### src/rtl/keypad_if.sv
// keypad_if: keypad pins and debounced key-event outputs of the scanner.
interface keypad_if #(
  parameter int ROWS = 4,
  parameter int COLS = 3,
  parameter int CODE_W = $clog2(ROWS*COLS)
);
  logic [COLS-1:0]   col;
  logic [ROWS-1:0]   row;
  logic              key_valid;
  logic [CODE_W-1:0] key_code;
  logic              key_held;
  logic              key_release;
  logic              multi_key;
  modport master (input col, output row, key_valid, key_code, key_held, key_release, multi_key);
  modport slave (output col, input row, key_valid, key_code, key_held, key_release, multi_key);
endinterface

### src/rtl/keypad_scanner.sv
// keypad_scanner: row-strobed matrix scanner with frame debounce, ghost rejection and auto-repeat.
module keypad_scanner #(
  parameter int ROWS = 4,
  parameter int COLS = 3,
  parameter int SCAN_DIV = 1000000,
  parameter int DEBOUNCE = 3,
  parameter int REPEAT_FRAMES = 0,
  parameter int CODE_W = $clog2(ROWS*COLS)
) (
  input logic    clk,
  input logic    init,
  keypad_if.master kp
);
  localparam int N = ROWS*COLS;
  localparam int CW = $clog2(N+1);
  localparam int DW = $clog2(SCAN_DIV);
  localparam int RW = $clog2(ROWS);
  localparam int SW = $clog2(DEBOUNCE+1);
  localparam int PW = REPEAT_FRAMES > 0 ? $clog2(REPEAT_FRAMES+1) : 1;
  localparam logic [CW-1:0] NONE = CW'(N);
  logic [DW-1:0] dwell;
  logic [RW-1:0] row_idx;
  logic [N-1:0]  snap, snap_n;
  logic [CW-1:0] prev, cand, hit, ones, committed;
  logic [SW-1:0] stable_cnt, cnt_n;
  logic [PW-1:0] rep_cnt, rep_n;
  logic last_dwell, frame_end, multi, first, accept, rel, rep_fire;
  assign last_dwell = dwell == DW'(SCAN_DIV-1);
  assign frame_end = last_dwell && row_idx == RW'(ROWS-1);
  assign kp.row = ROWS'(1) << row_idx;
  assign committed = kp.key_held ? CW'(kp.key_code) : NONE;
  // Classification sees the snapshot including the latch happening this cycle.
  always_comb begin
    snap_n = snap;
    if (last_dwell) snap_n[row_idx*COLS +: COLS] = kp.col;
    ones = '0;
    hit = '0;
    for (int i = 0; i < N; i++) if (snap_n[i]) begin
      ones = ones + CW'(1);
      hit = CW'(i);
    end
    multi = ones > CW'(1);
    cand = ones == CW'(1) ? hit : NONE;
    cnt_n = cand != prev ? SW'(1) : stable_cnt == SW'(DEBOUNCE) ? stable_cnt : stable_cnt + SW'(1);
    first = cnt_n == SW'(DEBOUNCE) && !(cand == prev && stable_cnt == SW'(DEBOUNCE));
    accept = first && cand != NONE && cand != committed;
    rel = first && cand == NONE && kp.key_held;
    rep_fire = 1'b0;
    rep_n = rep_cnt;
    if (accept) rep_n = '0;
    else if (REPEAT_FRAMES > 0 && cnt_n == SW'(DEBOUNCE) && kp.key_held && cand == committed) begin
      rep_fire = rep_cnt == PW'(REPEAT_FRAMES-1);
      rep_n = rep_fire ? '0 : rep_cnt + PW'(1);
    end
  end
  always_ff @(posedge clk) begin
    if (init) begin
      dwell <= '0;
      row_idx <= '0;
      snap <= '0;
      prev <= NONE;
      stable_cnt <= '0;
      rep_cnt <= '0;
      kp.key_valid <= 1'b0;
      kp.key_release <= 1'b0;
      kp.key_held <= 1'b0;
      kp.key_code <= '0;
      kp.multi_key <= 1'b0;
    end else begin
      dwell <= last_dwell ? '0 : dwell + DW'(1);
      if (last_dwell) row_idx <= row_idx == RW'(ROWS-1) ? '0 : row_idx + RW'(1);
      snap <= snap_n;
      kp.key_valid <= frame_end && (accept || rep_fire);
      kp.key_release <= frame_end && rel;
      if (frame_end) begin
        prev <= cand;
        stable_cnt <= cnt_n;
        rep_cnt <= rep_n;
        kp.multi_key <= multi;
        if (accept) begin
          kp.key_code <= cand[CODE_W-1:0];
          kp.key_held <= 1'b1;
        end
        if (rel) kp.key_held <= 1'b0;
      end
    end
  end
endmodule
### src/flat_wrapper.sv
// flat-port wrapper written by rule: the top's interface ports become plain ports
module keypad_scanner_flat 
#(
  parameter int ROWS = 4,
  parameter int COLS = 3,
  parameter int SCAN_DIV = 1000000,
  parameter int DEBOUNCE = 3,
  parameter int REPEAT_FRAMES = 0,
  parameter int CODE_W = $clog2(ROWS*COLS)
)
  (clk, init, kp_col, kp_row, kp_key_valid, kp_key_code, kp_key_held, kp_key_release, kp_multi_key);
  keypad_if #(.ROWS(ROWS), .COLS(COLS), .CODE_W(CODE_W)) kp_i ();
  input logic clk;
  input logic init;
  input wire logic [$bits(kp_i.col)-1:0] kp_col;
  output wire logic [$bits(kp_i.row)-1:0] kp_row;
  output wire logic [$bits(kp_i.key_valid)-1:0] kp_key_valid;
  output wire logic [$bits(kp_i.key_code)-1:0] kp_key_code;
  output wire logic [$bits(kp_i.key_held)-1:0] kp_key_held;
  output wire logic [$bits(kp_i.key_release)-1:0] kp_key_release;
  output wire logic [$bits(kp_i.multi_key)-1:0] kp_multi_key;
  assign kp_i.col = kp_col;
  assign kp_row = kp_i.row;
  assign kp_key_valid = kp_i.key_valid;
  assign kp_key_code = kp_i.key_code;
  assign kp_key_held = kp_i.key_held;
  assign kp_key_release = kp_i.key_release;
  assign kp_multi_key = kp_i.multi_key;
  keypad_scanner #(.ROWS(ROWS), .COLS(COLS), .SCAN_DIV(SCAN_DIV), .DEBOUNCE(DEBOUNCE), .REPEAT_FRAMES(REPEAT_FRAMES), .CODE_W(CODE_W)) u_core (.clk(clk), .init(init), .kp(kp_i));
endmodule
### config.mk
export PLATFORM = sky130hd
export DESIGN_NAME = keypad_scanner_flat
export DESIGN_NICKNAME = d
export VERILOG_FILES = /design/src/rtl/keypad_if.sv /design/src/rtl/keypad_scanner.sv /design/src/flat_wrapper.sv
export SDC_FILE = /design/constraint.sdc
export NUM_CORES = 1
export LEC_CHECK = 0
export ABC_AREA = 1
export CORE_AREA = 2 2 100 102
export CTS_CLUSTER_SIZE = 10
export DETAILED_ROUTE_END_ITERATION = 6
export DIE_AREA = 0 0 102 104
export GPL_TIMING_DRIVEN = 0
export PLACE_DENSITY_LB_ADDON = 0.3
export SYNTH_ARGS = -nofsm -noshare
export SYNTH_HDL_FRONTEND = slang
export SYNTH_SLANG_ARGS = --single-unit
### constraint.sdc
create_clock -name clk -period 22.5 [get_ports clk]
set_input_delay 4.5 -clock clk [delete_from_list [all_inputs] [get_ports clk]]
set_output_delay 4.5 -clock clk [all_outputs]
set_load 0.005 [all_outputs]
==> results.yml <==
status:
  outcome: "completed"
timing:
  finalSetupViolations: 0
  tightest_slew_ps: 806
  finalWorstSetupSlack_ps: 10130
  fin_crit_ps: 12370
  hold_viol: 0
  fmax_ghz: 0.0808
  fin_skew_ps: 5.88
  rsz0062_at_grt: "false"
  tns_ps: 0
  fin_crit_sh_pct: 55.0
  maxSlewViolCount: 0
  maxSlewHeadroom_pct: 45.8
clocking:
  htree_levels: 2
  worstSkewPairLatency_ps: 290
  ctsHoldBuffers: 0
  cts-root-buf: "clkbuf_8"
  clock_sinks: 48
  clk_path_buf_depth: 2
  numCtsBuffers: 5
  clk_pin_slew_ps: 80
  post-cts-setup-buffers: 0
  cts_tree: "done"
  ctsResizeCount: 0
synthesis:
  ys_seq_area_share_pct: 24.0
  syn_area_per_cell_sq_um: 6.47
  ys_top_cells_by_count: "155 x nand2_1, 85 x inv_1, 69 x nor2_1, 52 x nand3_1, 48 x dfxtp_1"
  yosysMostFrequentCell: "nand2_1"
  synthCells: 620
  synth_area_sq_mm: 0.00401
  ys.flop_type: "dfxtp_1"
  async_flop_share_pct: 0
  yosysTopAreaCellShare_pct: 24.0
  synth_area_leader_cell: "dfxtp_1"
  yosys-top-cells-area: "dfxtp_1 24%, nand2_1 15%, inv_1 8.0%"
  synth-seq-cells: 48
  synth.distinct_cells: 40
  synth_edf_count: 0
  ys_warn_count: 0
  synth_nets: 643
setup_path:
  max_stage_delay_ps: 550
  required_ps: 22690
  slowest_stage: "clkdlybuf4s50_1"
  crit_path_frequent_cell: "nand2_1"
  start_kind: "primary input"
  cp-end-kind: "register"
  crit_fanout: 10
  arrival_ps: 12560
  worstSetupPathType: "primary input to register"
layout:
  nets: 665
  area_growth_pct: 9.83
  final-seq-area_sq_um: 961
  layout-drive-gt1-share_pct: 18.4
  fillers: 1022
  multi_input_area_sq_mm: 0.00261
  diodes: 0
die:
  ios: 17
  die_area_sq_mm: 0.0106
  chipWidth_microns: 102
  fp.dieH_microns: 104
  start_util_pct: 42.0
  rows: 36
  core_sq_mm: 0.00955
placed_design:
  gp_congestion: 0.845
  post-dp-hpwl_mm: 6.96
  numPortBuffers: 15
  pre_cts_ws_ps: 9830
global_routing:
  first_global_vias: 3687
  grt_remaining_overflow: 0
  antenna_found_initial: 0
  track_usage_pct: 17.6
  grt_use_met1_pct: 23.3
  grt_busiest_layer: "met2"
  grt_start_max_net_pins: 14
  met2_usage_pct: 29.8
  grt_pass1_wl_mm: 15.8
  grt_util_met3_pct: 2.08
drt:
  ant_nets: 0
  post-route-drc-count: 0
  wire_per_inst_microns: 11.0
  dr.pass1.iters: 4
  vias: 3742
  wirelength_mm: 8.56
  routed_via_density: 4.83
  drtIter0Drc: 157
power:
  ir_drop_uv: 44.7
  powerDensity_mw_per_mm2: 31.4
  leakage_nw: 2.15
hold_path:
  hold_path_class: "register to register"
flow_run:
  cap_violations: 0
metal layers:
layer  vias up  routed length, microns
li1       2006                       -
met1      1695                    4250
met2        35                    4020
met3         6                     193
met4         0                      99
met5         -                       0
power breakdown:
part	switching [mW]	leakage [nW]	internal, mW	total, mW
Sequential	0.000307	0.387	0.0853	0.0856
Combinational	0.00311	1.72	0.00145	0.00457
Clock	0.0271	0.0410	0.0212	0.0483
Total	0.0305	2.15	0.108	0.138
cells in the final DEF (no fill, tap or decap), types with 3 or more instances in the layout:
master and count:
nor4_1 6, nor2_4 8, ha_1 18, o22ai_1 4, nand3_1 52, or2_1 3, clkbuf_1 4, clkdlybuf4s50_1 15
nand2_4 11, a21oi_1 15, dfxtp_1 48, inv_2 15, clkbuf_8 5, nor2_1 69, inv_1 85, o21ai_0 14
nand3_2 20, nor2_2 9, nand3_4 3, nand2_1 155, xor2_1 3, nand2_2 27, nor3_1 6, nand4_1 18
or2_2 3
stage by stage:
stage	instances	total power [mW]	utilization [%]	hold WS (ps)	instance area [sq um]
2_1_floorplan	620	0.0902	-	418	4010
3_3_place_gp	768	0.0920	45.3	433	4330
3_5_place_dp	768	0.0922	45.3	437	4330
4_1_cts	775	0.141	46.1	449	4400
5_1_grt	775	0.145	46.1	457	4400
6_report	775	0.138	46.1	447	4400
cell families (layout without fill, tap and decap cells):
kind of cell,Yosys count,count (layout),synth area share (%)
xor gates and xnor gates,5,5,1.09
and+or+nand+nor,396,396,51.4
AOI/OAI and AO/OA,42,42,6.74
adders and majority gates,18,18,5.62
buffers and inverters,110,132,10.9
DFF,48,48,24.0
muxes,1,1,0.250
flip-flops by register name, summed over array words and instances, names as in the netlist:
name                   cells
u_core.kp.key_held         1
u_core.kp.multi_key        1
u_core.row_idx             2
u_core.dwell              20
u_core.kp.key_release      1
u_core.kp.key_code         4
u_core.prev                4
u_core.snap               12
u_core.stable_cnt          2
u_core.kp.key_valid        1
worst paths after layout:
path                                end               from  slack (ps)  depth (start not counted)
setup / recovery  u_core.kp.key_code[0]          kp_col[0]       10130                         52
hold / removal          u_core.dwell[0]    u_core.dwell[0]         450                          1
setup reg to reg  u_core.kp.key_code[0]  u_core.row_idx[0]       13580                         53
hold reg to reg         u_core.dwell[0]    u_core.dwell[0]         450                          1
critical path, delay by kind of cell:
family          cells  cell delay [ps]
compound gates      2              220
buf+inv            10             1280
fa+ha+maj          10             2690
simple gates       30             3860
layout make-up:
class,instances,area share (%)
plain buffers,8,1.08
repair buffers,15,3.41
flip-flops and latches,48,21.8
clock buffers,6,1.65
inverters,102,8.87
multi-input cells,462,59.3
clock inverters,1,0.114
well taps,133,3.78
(Power assumes the default switching activity.)
